[src/rtl/riscv_core_pkg.sv]
// -----------------------------------------------------------------------------
// riscv_core_pkg
// Shared widths, opcode constants, the write-back state enum and the MEM/WB
// pipeline payload used by the RV64 core back end.
// -----------------------------------------------------------------------------
package riscv_core_pkg;

    localparam int unsigned XLEN       = 64;
    localparam int unsigned REG_ADDR_W = 5;
    localparam int unsigned NREGS      = 32;
    localparam int unsigned CNT_W      = 32;

    localparam logic [6:0] OPC_LOAD  = 7'b0000011;
    localparam logic [6:0] OPC_STORE = 7'b0100011;
    localparam logic [2:0] F3_LD     = 3'b011;
    localparam logic [2:0] F3_SD     = 3'b011;

    // IDLE: no instruction; FIRST: cycle after capture (live load data);
    // HELD: stalled past FIRST, load data comes from the held copy.
    typedef enum logic [1:0] {
        WB_IDLE  = 2'd0,
        WB_FIRST = 2'd1,
        WB_HELD  = 2'd2
    } wb_state_e;

    typedef struct packed {
        logic [REG_ADDR_W-1:0] rd;
        logic                  regwrite;
        logic                  mem2reg;
        logic [XLEN-1:0]       alures;
    } wb_payload_t;

endpackage

[src/rtl/riscv_regfile.sv]
// -----------------------------------------------------------------------------
// riscv_regfile
// 32 x XLEN integer register file, x0 hardwired to zero.
// Ports: clk, rst_n (async active-low), i_we/i_waddr/i_wdata (sync write),
//        i_raddr1/i_raddr2 -> o_rdata1/o_rdata2 (combinational reads).
// Macro WB_BYPASS_EN: a read of the register being written this cycle
//        returns the new value (write-through); otherwise the old value.
// -----------------------------------------------------------------------------
module riscv_regfile
    import riscv_core_pkg::*;
(
    input  logic                  clk,
    input  logic                  rst_n,
    input  logic                  i_we,
    input  logic [REG_ADDR_W-1:0] i_waddr,
    input  logic [XLEN-1:0]       i_wdata,
    input  logic [REG_ADDR_W-1:0] i_raddr1,
    input  logic [REG_ADDR_W-1:0] i_raddr2,
    output logic [XLEN-1:0]       o_rdata1,
    output logic [XLEN-1:0]       o_rdata2
);

    logic [XLEN-1:0] r_regs [NREGS];
    logic            w_wr_ok;

    assign w_wr_ok = i_we && (i_waddr != '0);

    // Storage; x0 is never written
    always_ff @(posedge clk or negedge rst_n) begin
        if (!rst_n) begin
            for (int i = 0; i < int'(NREGS); i++) begin
                r_regs[i] <= '0;
            end
        end else if (w_wr_ok) begin
            r_regs[i_waddr] <= i_wdata;
        end
    end

    // Read ports
    always_comb begin
        o_rdata1 = (i_raddr1 == '0) ? '0 : r_regs[i_raddr1];
        o_rdata2 = (i_raddr2 == '0) ? '0 : r_regs[i_raddr2];
`ifdef WB_BYPASS_EN
        if (w_wr_ok && (i_raddr1 == i_waddr)) o_rdata1 = i_wdata;
        if (w_wr_ok && (i_raddr2 == i_waddr)) o_rdata2 = i_wdata;
`endif
    end

endmodule

[src/rtl/riscv_mem_wb_stage.sv]
// -----------------------------------------------------------------------------
// riscv_mem_wb_stage
// MEM/WB pipeline register, write-back mux, register file and retire counter.
// Ports:
//   clk, rst_n                        clock / async active-low reset
//   in_valid, in_rd_addr, in_regwrite,
//   in_mem2reg, in_alures             instruction from the MEM stage
//   mem_rdata, mem_addr_err           load data / address error (cycle after capture)
//   stall, flush                      hold WB / kill incoming (flush wins)
//   rs1_addr, rs2_addr -> rs1_data, rs2_data   decode read ports
//   wb_we, wb_rd_addr, wb_data        current write (forwarding)
//   exc_flag                          sticky address-error indication
//   retire_cnt                        committed instruction count (wraps)
// Macro WB_BYPASS_EN: same-cycle write-through on the read ports.
// -----------------------------------------------------------------------------
module riscv_mem_wb_stage
    import riscv_core_pkg::*;
(
    input  logic                  clk,
    input  logic                  rst_n,
    input  logic                  in_valid,
    input  logic [REG_ADDR_W-1:0] in_rd_addr,
    input  logic                  in_regwrite,
    input  logic                  in_mem2reg,
    input  logic [XLEN-1:0]       in_alures,
    input  logic [XLEN-1:0]       mem_rdata,
    input  logic                  mem_addr_err,
    input  logic                  stall,
    input  logic                  flush,
    input  logic [REG_ADDR_W-1:0] rs1_addr,
    input  logic [REG_ADDR_W-1:0] rs2_addr,
    output logic [XLEN-1:0]       rs1_data,
    output logic [XLEN-1:0]       rs2_data,
    output logic                  wb_we,
    output logic [REG_ADDR_W-1:0] wb_rd_addr,
    output logic [XLEN-1:0]       wb_data,
    output logic                  exc_flag,
    output logic [CNT_W-1:0]      retire_cnt
);

    wb_state_e        r_state;
    wb_payload_t      r_wb;
    logic             r_valid;
    logic [XLEN-1:0]  r_held_data;
    logic             r_held_err;
    logic             r_exc;
    logic [CNT_W-1:0] r_retire;

    wb_payload_t      w_in;
    logic             w_first;
    logic             w_err;
    logic             w_commit;
    logic             w_we;
    logic [XLEN-1:0]  w_data;

    // Write-back selection: live load data only in FIRST, held copy afterwards
    always_comb begin
        w_in          = '0;
        w_in.rd       = in_rd_addr;
        w_in.regwrite = in_regwrite;
        w_in.mem2reg  = in_mem2reg;
        w_in.alures   = in_alures;
        w_first       = (r_state == WB_FIRST);
        w_err         = r_wb.mem2reg & (w_first ? mem_addr_err : r_held_err);
        w_commit      = r_valid & ~stall;
        w_we          = w_commit & r_wb.regwrite & (r_wb.rd != '0) & ~w_err;
        w_data        = r_wb.mem2reg ? (w_first ? mem_rdata : r_held_data) : r_wb.alures;
    end

    // Pipeline register, load-data capture state, exception and retire tracking
    always_ff @(posedge clk or negedge rst_n) begin
        if (!rst_n) begin
            r_state     <= WB_IDLE;
            r_wb        <= '0;
            r_valid     <= 1'b0;
            r_held_data <= '0;
            r_held_err  <= 1'b0;
            r_exc       <= 1'b0;
            r_retire    <= '0;
        end else begin
            if (flush) begin
                r_valid <= 1'b0;
                r_state <= WB_IDLE;
            end else if (!stall) begin
                r_valid <= in_valid;
                r_wb    <= w_in;
                r_state <= in_valid ? WB_FIRST : WB_IDLE;
            end else if (r_state == WB_FIRST) begin
                r_state <= WB_HELD;
            end

            // Memory-stage outputs are only meaningful in the first cycle
            if (w_first) begin
                r_held_data <= mem_rdata;
                r_held_err  <= mem_addr_err;
            end

            if (w_commit && w_err) r_exc <= 1'b1;
            if (w_commit)          r_retire <= r_retire + CNT_W'(1);
        end
    end

    riscv_regfile u_regfile (
        .clk      (clk),
        .rst_n    (rst_n),
        .i_we     (w_we),
        .i_waddr  (r_wb.rd),
        .i_wdata  (w_data),
        .i_raddr1 (rs1_addr),
        .i_raddr2 (rs2_addr),
        .o_rdata1 (rs1_data),
        .o_rdata2 (rs2_data)
    );

    assign wb_we      = w_we;
    assign wb_rd_addr = r_wb.rd;
    assign wb_data    = w_data;
    assign exc_flag   = r_exc;
    assign retire_cnt = r_retire;

endmodule

[config.mk]
export PLATFORM = sky130hd
export DESIGN_NAME = riscv_mem_wb_stage
export DESIGN_NICKNAME = d
export VERILOG_FILES = /design/src/rtl/riscv_core_pkg.sv /design/src/rtl/riscv_regfile.sv /design/src/rtl/riscv_mem_wb_stage.sv
export SDC_FILE = /design/constraint.sdc
export NUM_CORES = 2
export LEC_CHECK = 0
export BUFFER_PORTS_ARGS = -buffer_cell sky130_fd_sc_hd__clkbuf_2
export CORE_UTILIZATION = 23
export CTS_CLUSTER_SIZE = 20
export DETAILED_ROUTE_END_ITERATION = 10
export GPL_TIMING_DRIVEN = 1
export PLACE_DENSITY = 0.41
export SLEW_MARGIN = 5
export SYNTH_ARGS = -nofsm -noshare
export SYNTH_HDL_FRONTEND = slang
export SYNTH_HIERARCHICAL = 1
export SYNTH_SLANG_ARGS = --single-unit
[constraint.sdc]
create_clock -name clk -period 3.2 [get_ports clk]
set_input_delay 0.16 -clock clk [delete_from_list [all_inputs] [get_ports clk]]
set_output_delay 0.16 -clock clk [all_outputs]
set_load 0.01 [all_outputs]
==> qor.csv <==
metric;value;unit
wl_met2;223;mm
r2r_slack;0.01;ns
synth-simple-area-share;1.91;%
num_vias;75262;
r2r-end;u_regfile/r_regs[1065];
critical_path_arrival;3.15;ns
path_max_fanout;71;
place_congestion;0.773;
min_period;3.31;ns
crit_path_end_kind;primary output;
clock-sinks;2220;
first_pass_iters;5;
synth_seq_cells;2220;
synth-edff-count;0;
worst_slack;-0.107;ns
placed_area;129000;um2
hpwl;289;mm
synth_xor_area_share;0.235;%
synth_top_family_by_area;multiplexers;
grt_pass1_wl;649;mm
wl_met1;205;mm
violations;negative setup slack;
setup_viol;29;
top_layer;met4;
yosys.area_share.adder;0.0108;%
grt_overflow;0;
portBuffers;381;
crit_end;wb_data[35];
reg2regPathDepth;12;
wl_met3;19.7;mm
outcome;complete, but fails checks;
cts-root-buf;clkbuf_16;
cts_tree;built;
hold_path_depth;3;
htreeDepth;5;
finClkSkew;0.0504;ns
maxSlewViolCount;0;
rsz0062_at_grt;yes;
r2r-start;r_state[1];
yosysSeqAreaShare;48.1;%
syn-num-nets;7851;
drc;0;
n_fill_cell;49892;
grt_pass1_vias;80893;
synth_compound_area_share;3.08;%
drt_wl_total;463;mm
die_x;711;um
drtIter0Drc;4839;
mostFrequentLayoutCells;2219 x dfrtp_1, 2165 x mux2_2, 906 x mux4_2;
ys_types;63;
total_power;76.1;mW
antenna_found_initial;27;
max_freq;302;MHz
syn_inst;7699;
num_rows;259;
instances_no_fill;15220;
design_area;143000;um2
dp_cells;14373;
crit_required;3.04;ns
synthFlopType;dfrtp_1;
layout_commonest_cell;dfrtp_1;
cts_buffers;296;
critPathKind;reg -> out;
whs;0.132;ns
syn_area;116000;um2
setup-tns-final;-1.51;ns
cp-start-kind;flop;
async_flop_share;100;%
pin_count;382;
muxShareOfSynthArea;43.4;%
cts_buffer_depth;4;
grt_max_degree;102;
worstMarginPinSlew;1.38;ns
path_clk_slew;0.06;ns
min_path_type;in -> reg;
leakage;64.9;nW
wl_per_cell;30.4;um
synth_warnings;6;
die_h;711;um
die_area;505000;um2
clkLatencyLatePin;0.97;ns
post-route-period-util;103;%
area_delta_synth_final;23.6;%
peakVddDrop;0.000391;V
core-area;499000;um2
power_density;533;nW/um2
start_util;23.2;%
crit_path_start;r_wb[64];
avgSynthCellArea;15.0;um2
slew_headroom;7.92;%
fin_nets;8481;
grt_usage;17.7;%
hold_viol;0;
drive_gt1_share;53.3;%
vias_per_cell;4.94;
max_cap_violations;0;
ant_nets;0;
## worst min-delay path by stage
stage | to | from
6_report | r_state[1] | stall
5_1_grt | r_state[1] | stall
4_1_cts | r_state[1] | stall
3_5_place_dp | r_held_data[15] | rst_n
3_3_place_gp | r_held_data[15] | rst_n
2_1_floorplan | exc_flag | rst_n
## layer usage
layer  track usage (%)  up-vias
met3              2.41      604
met5                 0        -
met1              24.1    41815
met4              4.70        0
li1                  -    30835
met2              29.8     2008
## layout make-up
type | instances | area [um2] | area share, %
Clock buffer | 444 | 8810 | 6.17
Tap cell | 6655 | 8330 | 5.83
Multi-Input combinational cell | 4624 | 57100 | 40.0
Sequential cell | 2220 | 55600 | 38.9
Clock inverter | 78 | 947 | 0.664
Antenna cell | 12 | 30.0 | 0.0210
Inverter | 6 | 26.3 | 0.0184
Timing Repair Buffer | 1181 | 11900 | 8.37
## what timing repair did
| item | in CTS | in global routing |
|---|---|---|
| pin swaps | 0 | 2 |
| endpoints found under the hold margin | 2087 | 0 |
| setup buffers | 3 | 9 |
| endpoints found under the setup margin | 100 | 117 |
| gates cloned | 1 | 10 |
| gates resized for setup | 62 | 49 |
| hold buffers | 290 | 0 |
## metrics by stage
step / utilization (%) / setup slack (ns)
2_1_floorplan: - / 0.220
3_3_place_gp: 25.9 / -0.146
3_5_place_dp: 25.9 / -0.0223
4_1_cts: 28.5 / -0.167
5_1_grt: 28.6 / -0.177
6_report: 28.6 / -0.107
## state kept, by name, summed over array words and instances, names as in the netlist
register	flops
r_valid	1
wb_rd_addr	5
exc_flag	1
retire_cnt	32
r_held_err	1
r_wb	66
r_state	2
r_held_data	64
u_regfile/r_regs	2048
## cell usage after synthesis (3+ instances only)
master | n | area (um2)
o211ai_1 | 5 | 37.5
nand2b_1 | 15 | 93.8
nor3_2 | 6 | 60.1
buf_2 | 281 | 1410
nor2b_1 | 28 | 175
o221ai_1 | 82 | 718
o22a_1 | 4 | 35.0
inv_1 | 5 | 18.8
nor4_1 | 6 | 37.5
a31oi_1 | 4 | 25.0
buf_4 | 30 | 225
a211oi_1 | 7 | 52.6
nand3_1 | 19 | 95.1
a2111o_1 | 3 | 33.8
clkbuf_1 | 502 | 1880
a21oi_1 | 122 | 611
mux4_2 | 906 | 20400
nor2_1 | 155 | 582
a311oi_1 | 5 | 43.8
buf_1 | 37 | 139
dfrtp_1 | 2220 | 55600
o22ai_1 | 51 | 319
nor3b_1 | 4 | 30.0
a22o_1 | 4 | 35.0
buf_6 | 4 | 45.0
xnor2_1 | 9 | 78.8
nand4_1 | 6 | 37.5
and3_1 | 42 | 263
nand2_1 | 125 | 469
xor2_1 | 22 | 193
o21a_1 | 26 | 195
a22oi_1 | 80 | 601
mux2i_1 | 473 | 4730
a221oi_1 | 39 | 342
and4_1 | 4 | 35.0
mux2_2 | 2225 | 25100
nor2_2 | 6 | 37.5
nor3_1 | 17 | 85.1
o21ai_0 | 82 | 410
and2_1 | 4 | 25.0
nand3b_1 | 4 | 30.0
or2_2 | 4 | 25.0
## cell families (layout without fill, tap and decap cells)
| group | Yosys count | count (layout) |
|---|---|---|
| adder cells (fa/ha/maj) | 1 | 1 |
| other | 0 | 12 |
| multiplexers | 3604 | 3610 |
| flip-flops | 2220 | 2220 |
| AO/OA/AOI/OAI | 525 | 525 |
| AND/OR/NAND/NOR | 457 | 457 |
| buffers and inverters | 861 | 1709 |
| XOR/XNOR | 31 | 31 |
## report_power, final
part	total, mW	internal (mW)	switching [mW]
Combinational	11.2	4.55	6.65
Sequential	30.9	29.8	1.18
Clock	33.9	20.1	13.9
## critical path, stage by stage, from the launching register on
cell	delay [ns]
dfrtp_4	0.49
buf_12	0.25
mux2_8	0.79
clkbuf_2	0.18
Note: power is estimated with default switching activity, not from simulation.
